**config.mk**
```make
export PLATFORM = sky130hd
export DESIGN_NAME = mpx_rr_arbiter
export DESIGN_NICKNAME = d
export VERILOG_FILES = /design/src/rtl/mpx_rr_arbiter.sv
export SDC_FILE = /design/constraint.sdc
export NUM_CORES = 1
export LEC_CHECK = 0
export CORE_MARGIN = 2
export CORE_UTILIZATION = 31
export DETAILED_ROUTE_END_ITERATION = 7
export PLACE_DENSITY = 0.83
export SETUP_SLACK_MARGIN = 0.05
export SYNTH_ARGS = -nofsm -noshare
export SYNTH_HDL_FRONTEND = slang
export SYNTH_SLANG_ARGS = --single-unit
```
**constraint.sdc**
```tcl
create_clock -name i_clk -period 1.65 [get_ports i_clk]
set_input_delay 0.4125 -clock i_clk [delete_from_list [all_inputs] [get_ports i_clk]]
set_output_delay 0.4125 -clock i_clk [all_outputs]
set_load 0.1 [all_outputs]
```
**src/rtl/mpx_rr_arbiter.sv**
```systemverilog
// mpx_rr_arbiter: round-robin arbiter sharing one 4:1 datapath mux among
// four requesters (A..D). The winning word is captured into a single-entry
// holding stage that is drained through a valid/ready handshake.
// Optional feature: define MPX_ARB_LOCK_EN to add the i_lock port and a
// per-requester grant lock bounded by LOCK_MAX consecutive grants.

// Plain 4:1 word multiplexer; select values 0..3 map to inputs A..D.
module mpx_4to1 #(
    parameter int NB_DATA = 32,
    parameter int NB_SEL  = 2
) (
    input  logic [NB_SEL-1:0]  i_sel,
    input  logic [NB_DATA-1:0] i_data_a,
    input  logic [NB_DATA-1:0] i_data_b,
    input  logic [NB_DATA-1:0] i_data_c,
    input  logic [NB_DATA-1:0] i_data_d,
    output logic [NB_DATA-1:0] o_data
);

    // Select one of the four input words.
    always_comb begin
        case (i_sel)
            2'd0:    o_data = i_data_a;
            2'd1:    o_data = i_data_b;
            2'd2:    o_data = i_data_c;
            default: o_data = i_data_d;
        endcase
    end

endmodule

module mpx_rr_arbiter #(
    parameter int NB_DATA  = 32,
    parameter int NB_SEL   = 2,
    parameter int LOCK_MAX = 8
) (
    input  logic               i_clk,
    input  logic               i_rst_n,
    input  logic [3:0]         i_req,
    input  logic [NB_DATA-1:0] i_data_a,
    input  logic [NB_DATA-1:0] i_data_b,
    input  logic [NB_DATA-1:0] i_data_c,
    input  logic [NB_DATA-1:0] i_data_d,
    output logic [3:0]         o_gnt,
    output logic [NB_SEL-1:0]  o_sel,
    output logic [NB_DATA-1:0] o_data,
    output logic               o_valid,
    input  logic               i_ready
`ifdef MPX_ARB_LOCK_EN
    ,
    input  logic [3:0]         i_lock
`endif
);

    typedef enum logic {IDLE, HOLD} state_t;

    state_t              state, state_nx;
    logic [NB_SEL-1:0]   ptr;      // last winner; search starts after it
    logic [NB_SEL-1:0]   win;
    logic                win_found;
    logic                arb_en;
    logic                grant;
    logic                lock_act;
    logic [3:0]          eff_req;
    logic [3:0]          elig;
    logic [NB_SEL-1:0]   base;
    logic [NB_DATA-1:0]  mux_out;

    if (LOCK_MAX < 1) begin : g_lock_max_check
        $error("LOCK_MAX must be at least 1");
    end

    // A new word may be captured when the holding stage is empty or is
    // being drained in this same cycle.
    assign arb_en  = (state == IDLE) | ((state == HOLD) & i_ready);

    // The requester granted last cycle still shows its request; mask it so
    // it cannot be granted twice for the same word.
    assign eff_req = i_req & ~o_gnt;

`ifdef MPX_ARB_LOCK_EN
    localparam int NB_CNT = $clog2(LOCK_MAX + 1);
    logic [NB_CNT-1:0] lock_cnt;

    assign lock_act = i_lock[ptr] & i_req[ptr] & (lock_cnt < NB_CNT'(LOCK_MAX));

    // Count consecutive locked grants; any unlocked grant or a dropped lock
    // on the current owner clears the count.
    always_ff @(posedge i_clk) begin
        if (!i_rst_n)
            lock_cnt <= '0;
        else if (!i_lock[ptr])
            lock_cnt <= '0;
        else if (grant) begin
            if (lock_act)
                lock_cnt <= lock_cnt + NB_CNT'(1);
            else
                lock_cnt <= '0;
        end
    end
`else
    assign lock_act = 1'b0;
`endif

    // While locked only the owner is eligible (and it stalls in its own
    // mask cycle); otherwise search ptr+1, ptr+2, ptr+3, ptr.
    always_comb begin
        logic [NB_SEL-1:0] idx;
        base      = lock_act ? ptr : ptr + NB_SEL'(1);
        elig      = lock_act ? (eff_req & (4'b0001 << ptr)) : eff_req;
        win       = '0;
        win_found = 1'b0;
        idx       = '0;
        for (int k = 0; k < 4; k++) begin
            idx = base + NB_SEL'(k);
            if (!win_found && elig[idx]) begin
                win       = idx;
                win_found = 1'b1;
            end
        end
    end

    mpx_4to1 #(.NB_DATA(NB_DATA), .NB_SEL(NB_SEL)) u_mux (
        .i_sel    (win),
        .i_data_a (i_data_a),
        .i_data_b (i_data_b),
        .i_data_c (i_data_c),
        .i_data_d (i_data_d),
        .o_data   (mux_out)
    );

    // State register for the holding stage.
    always_ff @(posedge i_clk) begin
        if (!i_rst_n)
            state <= IDLE;
        else
            state <= state_nx;
    end

    // Next state: capture on a win, empty when nothing is eligible, and
    // otherwise keep holding the unconsumed word.
    always_comb begin
        state_nx = state;
        grant    = 1'b0;
        if (arb_en) begin
            if (win_found) begin
                state_nx = HOLD;
                grant    = 1'b1;
            end else begin
                state_nx = IDLE;
            end
        end
    end

    assign o_valid = (state == HOLD);

    // Capture the winner's word and advance the pointer; grant is a pulse.
    always_ff @(posedge i_clk) begin
        if (!i_rst_n) begin
            o_gnt  <= '0;
            o_sel  <= '0;
            o_data <= '0;
            ptr    <= NB_SEL'(3);
        end else begin
            o_gnt <= '0;
            if (grant) begin
                o_data <= mux_out;
                o_sel  <= win;
                o_gnt  <= 4'b0001 << win;
                ptr    <= win;
            end
        end
    end

endmodule

```
==> results.py, run 1 <==
metrics = {
    "clock_network": {
        "htree_levels": 2,
        "cts_buffers": 5,
        "cts.sinks": 41,
        "clk_latency_ns": 0.29,
        "root_buffer": "clkbuf_8",
        "cts_tree": "built",
        "cts_buffer_depth": 2,
        "clk_pin_slew_ns": 0.09,
    },
    "sta": {
        "max_slew_margin_pct": 82.9,
        "rsz0062_at_grt": "yes",
        "finalClockSkew_ns": 0.0124,
        "max_freq_mhz": 564,
        "slew_violations": 0,
        "worst_slew_pin_slew_ns": 0.255,
        "fin_crit_sh_pct": 107,
        "hold_viol": 0,
        "fin_tns_setup_ns": -2.65,
        "finalSetupViolCount": 33,
        "fin_ws_ns": -0.122,
        "post-route-min-period_ns": 1.77,
    },
    "setup_path": {
        "critPathMaxFanout": 18,
        "path_depth": 7,
        "critPathCaptureType": "register",
        "r2r_end": "o_data[0]",
        "worstPathArrival_ns": 1.98,
        "start_kind": "register",
        "endpoint": "o_data[0]",
        "crit_path_max_incr_delay_ns": 0.35,
        "cp_num_buf_inv": 2,
        "path_delay_family": "simple AND/OR/NAND/NOR gates",
        "critPathLaunch": "o_gnt[1]",
        "reg2regPathDepth": 7,
        "crit_path_cell_trace": "nand2b_4 > buf_6 > or3_4 > o211a_4 > nand2b_4 > buf_12 > o221ai_1",
        "cp.required_ns": 1.85,
        "worstReg2RegStart": "o_gnt[1]",
        "slowest_stage": "dfxtp_4",
        "reg2reg_slack_ns": -0.12,
        "path_class": "register to register",
        "cp_common_cell": "nand2b_4",
    },
    "floorplan": {
        "placementRows": 32,
        "die_height_microns": 91.8,
        "core-area_sq_um": 7610,
        "die_w_microns": 91.8,
        "fp.dieArea_sq_um": 8430,
        "start_util_pct": 31.4,
        "io-pin-count": 174,
    },
    "power": {
        "p_sw_mw": 2.78,
        "p_clk_share_pct": 13.4,
        "power_frac_comb_pct": 64.9,
        "p_sw_share_pct": 43.5,
        "ir_drop_mv": 0.615,
        "leakagePower_nw": 2.13,
        "p_total_mw": 6.40,
        "power.internal_mw": 3.62,
        "seqPwrFrac_pct": 21.6,
        "p_per_area_nw_per_um2": 1160,
    },
    "final_layout": {
        "nets": 557,
        "areaGrowthSynthToFinish_pct": 130,
        "mostFrequentLayoutCells": "130 x clkdlybuf4s50_1, 50 x buf_12, 36 x dfxtp_1",
        "final_layout_size_suffix_gt1_share_pct": 39.5,
        "final_common_cell": "clkdlybuf4s50_1",
        "antenna_cells": 0,
        "stdcell_area_sq_um": 5510,
    },
    "worst_hold_path": {
        "min_path_type": "register to register",
    },
    "placed_design": {
        "gp_congestion": 0.759,
        "post-dp-hpwl_microns": 6470,
        "io_buffers": 173,
        "post_dp_cell_area_sq_um": 4790,
    },
    "yosys": {
        "ys_types": 29,
        "ys_warn_count": 0,
        "syn_area_per_cell_sq_um": 10.6,
        "syn-num-nets": 360,
        "netlist_area_sq_um": 2390,
        "ys_seq_elements": 41,
        "ys_seq_area_share_pct": 34.3,
        "synthCells": 225,
    },
    "outcome": {
        "violations": "negative setup slack",
        "status": "finished with violations",
    },
    "global_route": {
        "grt_first_pass_wirelength_microns": 13600,
        "first_global_vias": 2843,
        "grt-ovfl-total": 0,
        "grt_max_degree": 20,
        "antenna_found_initial": 0,
        "grt_usage_pct": 20.3,
    },
    "job": {
        "cap_violations": 0,
    },
    "routing": {
        "wl_microns": 9170,
        "drt_iter0_markers": 84,
        "routed_via_density": 4.97,
        "drtAntennaViolNets": 0,
        "first_pass_iters": 4,
        "vias": 2607,
        "drc_errors": 0,
        "wl_per_cell_microns": 17.5,
    },
}
-- Yosys cell counts (all sizes together) --
master / count / area, sq um
o21bai: 1 / 7.51
and3: 1 / 6.26
o221ai: 34 / 417
clkbuf: 6 / 30.0
o21ai: 2 / 10.0
a41oi: 1 / 16.3
o211ai: 1 / 7.51
and2: 1 / 8.76
inv: 1 / 3.75
dfxtp: 41 / 821
nor2: 5 / 18.8
or3: 1 / 6.26
nand2b: 5 / 53.8
o2bb2ai: 1 / 8.76
o211a: 1 / 10.0
nand2: 38 / 143
a21boi: 1 / 7.51
mux2i: 64 / 641
a32o: 1 / 10.0
buf: 13 / 124
nor2b: 5 / 31.3
o31a: 1 / 8.76
-- worst register-to-register path, cell delays in order, from the launching register on --
cell      delay [ns]
dfxtp_4         0.35
nand2b_4        0.17
buf_6           0.13
or3_4           0.32
o211a_4         0.16
nand2b_4        0.18
buf_12          0.17
o221ai_1        0.20
-- registers in the layout (all words and copies together) (netlist names) --
register / cells
o_data: 32
o_gnt: 4
o_sel: 2
ptr: 2
o_valid: 1
-- worst min path at each step --
stage	startpoint	end	cells after the start
floorplan	i_rst_n	ptr[0]	1
global placement	o_sel[1]	o_sel[1]	2
detailed placement	o_sel[1]	o_sel[1]	2
CTS	o_sel[1]	o_sel[1]	2
global route	o_sel[1]	o_sel[1]	2
finish	o_sel[1]	o_sel[1]	2
-- stage by stage --
stage / util, % / setup WS (ns) / hold slack [ns] / instances
floorplan: - / -0.170 / 0.492 / 225
global placement: 63.0 / -0.586 / 0.503 / 502
detailed placement: 63.0 / -0.658 / 0.503 / 502
CTS: 69.0 / -0.107 / 0.515 / 525
global route: 72.4 / -0.175 / 0.538 / 525
finish: 72.4 / -0.122 / 0.521 / 525
-- cell families after synthesis --
family / share of synthesized area (%)
flops: 34.3
compound gates: 21.0
mux: 26.8
simple gates: 11.2
buf+inv: 6.60
-- final cells by class --
cell class              count  area, sq um
inverters                   1         3.75
multi-input cells         164         1800
clock inverters             1         30.0
well taps                 102          128
repair buffers            209         2620
fillers                   521         2100
flip-flops and latches     41          840
clock buffers               7         86.3
-- routing by layer --
metal | GRT usage [%] | share of wire [%] | wire length [microns]
met1 | 21.9 | 36 | 3330
met2 | 37.4 | 53 | 4880
met3 | 6.49 | 7.9 | 721
met4 | 6.72 | 2.5 | 232
met5 | 0 | 0 | 0
-- timing repair --
| action | 4_1_cts | 5_1_grt |
|---|---|---|
| pin swaps | 5 | 13 |
| setup buffers | 11 | 3 |
| endpoints found under the hold margin | 0 | 0 |
| cloned | 4 | 2 |
| hold buffers | 0 | 0 |
| endpoints found under the setup margin | 39 | 37 |
| gates resized for setup | 29 | 54 |
-- power by group through the flow --
stage | logic (mW) | registers (mW) | clock network, mW
5_1_grt | 4.29 | 1.40 | 0.919
2_1_floorplan | 0.945 | 2.57 | 0
3_3_place_gp | 3.47 | 1.39 | 0
6_report | 4.16 | 1.39 | 0.860
3_5_place_dp | 3.52 | 1.40 | 0
4_1_cts | 3.97 | 1.38 | 0.874
No activity file was read; power rests on OpenSTA's default activity.
==> inputs of run 2 (changes only) <==
==> constraint.sdc (replaced) <==
create_clock -name i_clk -period 1.65 [get_ports i_clk]
set_input_delay 0.4125 -clock i_clk [delete_from_list [all_inputs] [get_ports i_clk]]
set_output_delay 0.4125 -clock i_clk [all_outputs]
set_load 0.01 [all_outputs]
==> run 2 against run 1 <==
Compared with the run above: the flow still finishes with violations (negative setup slack); non-clock buffer count fell by 4; power down 33%; cell count shrank 0.76%; largest power group unchanged; setup slack improved by 0.011 ns; via count is 0.77% lower; sequential cell count did not move; first-iteration DRC count shrank 42%; largest cell class unchanged.
==> results.py, run 2 (synthesis gave the netlist of run 1 again) <==
metrics = {
    "outcome": {
        "status": "finished with violations",
        "violations": "negative setup slack",
    },
    "clock_network": {
        "cts_buffers": 5,
        "cts.sinks": 41,
        "cts_tree": "built",
        "cts_buffer_depth": 2,
        "htree_levels": 2,
        "clk_latency_ns": 0.29,
        "root_buffer": "clkbuf_8",
        "clk_pin_slew_ns": 0.08,
    },
    "sta": {
        "max_freq_mhz": 568,
        "rsz0062_at_grt": "yes",
        "finalSetupViolCount": 32,
        "slew_violations": 0,
        "worst_slew_pin_slew_ns": 0.220,
        "fin_crit_sh_pct": 107,
        "fin_tns_setup_ns": -2.77,
        "fin_ws_ns": -0.111,
        "hold_viol": 0,
        "max_slew_margin_pct": 84.9,
        "finalClockSkew_ns": 0.00374,
        "post-route-min-period_ns": 1.76,
    },
    "power": {
        "ir_drop_mv": 0.436,
        "p_total_mw": 4.30,
        "p_clk_share_pct": 16.9,
        "leakagePower_nw": 2.26,
        "power.internal_mw": 2.93,
        "p_sw_share_pct": 32.0,
        "power_frac_comb_pct": 53.2,
        "seqPwrFrac_pct": 29.9,
        "p_sw_mw": 1.38,
        "p_per_area_nw_per_um2": 875,
    },
    "final_layout": {
        "fillCellCount": 608,
        "stdcell_area_sq_um": 4920,
        "mostFrequentLayoutCells": "131 x clkdlybuf4s50_1, 48 x mux2i_1, 38 x dfxtp_1",
        "areaGrowthSynthToFinish_pct": 106,
        "reg_top3": "o_data x32, o_gnt x4",
        "antenna_cells": 0,
        "final_common_cell": "clkdlybuf4s50_1",
        "nets": 553,
        "top_register": "o_data",
        "final_layout_size_suffix_gt1_share_pct": 25.3,
        "utilization_pct": 64.7,
        "largest_reg_flops": 32,
    },
    "routing": {
        "vias": 2587,
        "drt_iter0_markers": 49,
        "wl_microns": 8400,
        "first_pass_iters": 4,
        "drtAntennaViolNets": 0,
        "routed_via_density": 4.97,
        "wl_per_cell_microns": 16.1,
        "drc_errors": 0,
    },
    "setup_path": {
        "worstPathArrival_ns": 1.93,
        "cp_num_buf_inv": 3,
        "cp.required_ns": 1.82,
        "crit_path_max_incr_delay_ns": 0.34,
        "path_delay_family": "compound AO/OA/AOI/OAI gates",
        "path_class": "register to register",
        "critPathCaptureType": "register",
        "critPathMaxFanout": 6,
        "crit_path_cell_trace": "nand2b_4 > o221ai_2 > a32o_4 > buf_12 > buf_12 > buf_16 > mux2i_2 > o221ai_2",
        "start_kind": "register",
        "slowest_stage": "dfxtp_2",
    },
    "floorplan": {
        "start_util_pct": 31.4,
        "core-area_sq_um": 7610,
        "die_height_microns": 91.8,
        "io-pin-count": 174,
        "die_w_microns": 91.8,
        "fp.dieArea_sq_um": 8430,
        "placementRows": 32,
    },
    "placed_design": {
        "post_dp_cell_area_sq_um": 4340,
        "post-dp-hpwl_microns": 6140,
        "pre_cts_slack_ns": -0.602,
        "io_buffers": 173,
        "gp_congestion": 0.787,
    },
    "job": {
        "cap_violations": 0,
    },
    "global_route": {
        "grt-ovfl-total": 0,
        "grt_first_pass_wirelength_microns": 12900,
        "grt_max_degree": 21,
        "antenna_found_initial": 0,
        "grt_usage_pct": 19.1,
        "first_global_vias": 2777,
    },
    "worst_hold_path": {
        "min_path_type": "register to register",
    },
}
run 2: cell count changes in the layout (fill, tap and decap cells not counted), moves of 4 or more:
cell            before  now
mux2i_4             14    4
o221ai_2            31   26
dfxtp_4              5    0
mux2i_1             33   48
dlygate4sd2_1        3   22
mux2i_2             17   12
o221ai_1             3    7
buf_12              50   11
dlymetal6s2s_1       0   19
buf_6                5    1
run 2: final cells by class:
type                    instances  area (sq um)  share of cell area, %
flip-flops and latches         41           825                   16.8
inverters                       1          3.75                 0.0763
repair buffers                205          2210                   44.9
clock inverters                 1          5.00                  0.102
well taps                     102           128                   2.59
clock buffers                   7          96.3                   1.96
multi-input cells             164          1660                   33.6
run 2: per-stage QoR:
stage | hold WS, ns | cells
detailed placement | 0.446 | 498
floorplan | 0.488 | 225
CTS | 0.467 | 520
global placement | 0.443 | 498
finish | 0.460 | 521
global route | 0.489 | 521
run 2: what timing repair did:
item | 4_1_cts | 5_1_grt
hold buffers | 0 | 0
pin swaps | 8 | 7
gates resized for setup | 54 | 48
cloned | 3 | 1
setup buffers | 11 | 1
setup endpoints to repair | 57 | 54
run 2: tightest hold or removal path, stage by stage (launching register included):
cell	delay, ns
dfxtp_1	0.33
nand2_1	0.05
o221ai_1	0.05
run 2: per-layer routing:
metal / wire length, microns / track usage (%)
met5: 0 / 0
met4: 117 / 6.22
met3: 590 / 5.42
met2: 4580 / 35.8
met1: 3110 / 20.4
run 2: worst paths after layout:
kind	cells past startpoint	slack (ns)	from	end
max reg2reg	8	-0.11	o_gnt[3]	o_data[25]
min	2	0.46	o_data[16]	o_data[16]
max	8	-0.11	o_gnt[3]	o_data[25]
min reg2reg	2	0.46	o_data[16]	o_data[16]
run 2: power groups by stage:
stage	clock [mW]	combinational, mW	sequential, mW
after global placement	0	1.87	1.29
after floorplan	0	0.929	1.37
final	0.727	2.29	1.29
after CTS	0.748	2.21	1.29
after detailed placement	0	1.90	1.30
after global routing	0.781	2.42	1.31
==> inputs of run 3 (changes only) <==
--- a/config.mk
+++ b/config.mk
@@ -5,7 +5,7 @@
 export SDC_FILE = /design/constraint.sdc
 export NUM_CORES = 1
 export LEC_CHECK = 0
-export CORE_MARGIN = 2
+export CORE_MARGIN = 8
 export CORE_UTILIZATION = 31
 export DETAILED_ROUTE_END_ITERATION = 7
 export PLACE_DENSITY = 0.83
==> run 3 against run 2 <==
Compared with the run above: the run still ends with negative setup slack left; clock power up 16%; sequential cell count unchanged; cell count up 1.3%; via count up 0.15%; core utilization up 0.82 points; combinational power up 3%; global-route usage down 1.2 points; setup slack better by 0.014 ns; die area up 28%.
==> results.py, run 3 (synthesis gave the netlist of run 1 again) <==
metrics = {
    "outcome": {
        "status": "finished with violations",
        "violations": "negative setup slack",
    },
    "final_layout": {
        "largest_reg_flops": 32,
        "mostFrequentLayoutCells": "130 x clkdlybuf4s50_1, 41 x mux2i_1, 36 x dfxtp_1",
        "antenna_cells": 0,
        "reg_top3": "o_data x32, o_gnt x4",
        "areaGrowthSynthToFinish_pct": 108,
        "final_layout_size_suffix_gt1_share_pct": 28.4,
        "stdcell_area_sq_um": 4980,
        "utilization_pct": 65.5,
        "final_common_cell": "clkdlybuf4s50_1",
        "top_register": "o_data",
        "nets": 560,
    },
    "setup_path": {
        "cp_num_buf_inv": 2,
        "critPathMaxFanout": 6,
        "r2r_end": "o_data[4]",
        "crit_path_cell_trace": "nand2b_4 > o221ai_4 > a32o_4 > buf_8 > buf_8 > mux2i_4 > o221ai_4",
        "start_kind": "register",
        "crit_path_max_incr_delay_ns": 0.33,
        "path_delay_family": "compound AO/OA/AOI/OAI gates",
        "reg2reg_slack_ns": -0.1,
        "cp.required_ns": 1.81,
        "critPathCaptureType": "register",
        "slowest_stage": "dfxtp_2",
        "worstPathArrival_ns": 1.91,
        "worstReg2RegStart": "o_gnt[3]",
        "path_class": "register to register",
        "reg2regPathDepth": 7,
    },
    "worst_hold_path": {
        "holdCritStartpoint": "o_data[0]",
        "whs_path_depth": 2,
        "min_path_type": "register to register",
        "whs_endpoint": "o_data[0]",
    },
    "power": {
        "p_sw_share_pct": 32.0,
        "seqPwrFrac_pct": 28.6,
        "leakagePower_nw": 2.16,
        "ir_drop_mv": 0.533,
        "p_clk_share_pct": 18.7,
        "power.internal_mw": 3.06,
        "p_sw_mw": 1.44,
        "power_frac_comb_pct": 52.7,
        "p_per_area_nw_per_um2": 903,
    },
    "sta": {
        "fin_tns_setup_ns": -1.98,
        "post-route-min-period_ns": 1.75,
        "max_slew_margin_pct": 83.4,
        "fin_ws_ns": -0.0971,
        "hold_ws_ns": 0.460,
        "worst_slew_pin_slew_ns": 0.249,
        "slew_violations": 0,
        "finalClockSkew_ns": 0.00877,
        "max_freq_mhz": 572,
        "finalSetupViolCount": 32,
        "fin_crit_sh_pct": 106,
        "rsz0062_at_grt": "yes",
        "hold_viol": 0,
    },
    "routing": {
        "routed_via_density": 4.91,
        "vias": 2591,
        "wl_microns": 10000,
        "drc_errors": 0,
        "first_pass_iters": 4,
        "drtAntennaViolNets": 0,
        "wl_per_cell_microns": 19.0,
        "drt_iter0_markers": 53,
    },
    "clock_network": {
        "cts_hold_buf": 0,
        "cts_buffers": 5,
        "htree_levels": 2,
        "cts_buffer_depth": 2,
        "clk_latency_ns": 0.29,
        "root_buffer": "clkbuf_8",
        "clk_pin_slew_ns": 0.08,
        "cts.sinks": 41,
        "cts_tree": "built",
    },
    "placed_design": {
        "post-dp-hpwl_microns": 7290,
        "io_buffers": 173,
        "gp_congestion": 0.726,
        "post_dp_cell_area_sq_um": 4410,
    },
    "floorplan": {
        "start_util_pct": 31.4,
        "io-pin-count": 174,
        "placementRows": 32,
        "die_w_microns": 104,
        "fp.dieArea_sq_um": 10800,
        "die_height_microns": 104,
        "core-area_sq_um": 7610,
    },
    "global_route": {
        "grt_usage_pct": 17.9,
        "first_global_vias": 3008,
        "antenna_found_initial": 0,
        "grt_first_pass_wirelength_microns": 15800,
        "grt-ovfl-total": 0,
        "grt_max_degree": 19,
    },
    "job": {
        "cap_violations": 0,
    },
}
-- run 3: cell count changes in the layout (fill, tap and decap cells not counted), moves of 3 or more --
cell and change:
mux2i_1 -7, buf_6 +7, o221ai_1 -3, dlymetal6s2s_1 -10, dlygate4sd2_1 +10, mux2i_2 +5
-- run 3: power by group through the flow --
stage	combinational [mW]	sequential [mW]	clock, mW
detailed placement	1.99	1.30	0
finish	2.37	1.29	0.841
CTS	2.23	1.28	0.876
floorplan	0.929	1.37	0
global placement	1.95	1.29	0
global route	2.51	1.31	0.905
-- run 3: metrics by stage --
step	std cells	power (mW)	setup slack, ns
5_1_grt	528	4.72	-0.144
3_5_place_dp	508	3.29	-0.709
4_1_cts	528	4.39	-0.0994
2_1_floorplan	225	2.30	0.00871
3_3_place_gp	508	3.24	-0.609
6_report	528	4.50	-0.0971
-- run 3: per-layer routing --
metal	track usage, %	vias up	wire [microns]
li1	-	1253	-
met1	18.0	1225	3690
met2	33.1	99	5440
met3	6.57	14	707
met4	5.58	0	190
met5	0	-	0
-- run 3: cell type report --
class	instances	area (sq um)
inverter	1	3.75
tap	102	128
clock buffer	7	86.3
timing repair buffer	211	2180
clock inverter	1	30.0
fill	612	2630
multi-input combinational	165	1720
sequential	41	827
-- run 3: how the worst max path moves through the flow --
stage / from / endpoint / slack [ns] / depth (start not counted)
global placement: i_req[3] / o_data[23] / -0.61 / 7
CTS: o_gnt[1] / o_data[0] / -0.1 / 8
floorplan: i_req[2] / o_data[0] / 0.009 / 8
finish: o_gnt[3] / o_data[4] / -0.1 / 7
detailed placement: i_req[3] / o_data[31] / -0.71 / 7
global route: o_gnt[1] / o_data[12] / -0.14 / 7
-- run 3: timing repair --
action                     CTS  global route
pin swaps                    6             5
cloned                       3             0
setup endpoints to repair   70            48
setup buffers                9             1
gates resized for setup     70            51
-- run 3: worst min-delay path, cell delays in order (launching register included) --
cell,delay (ns)
dfxtp_1,0.33
nand2_1,0.05
o221ai_1,0.05
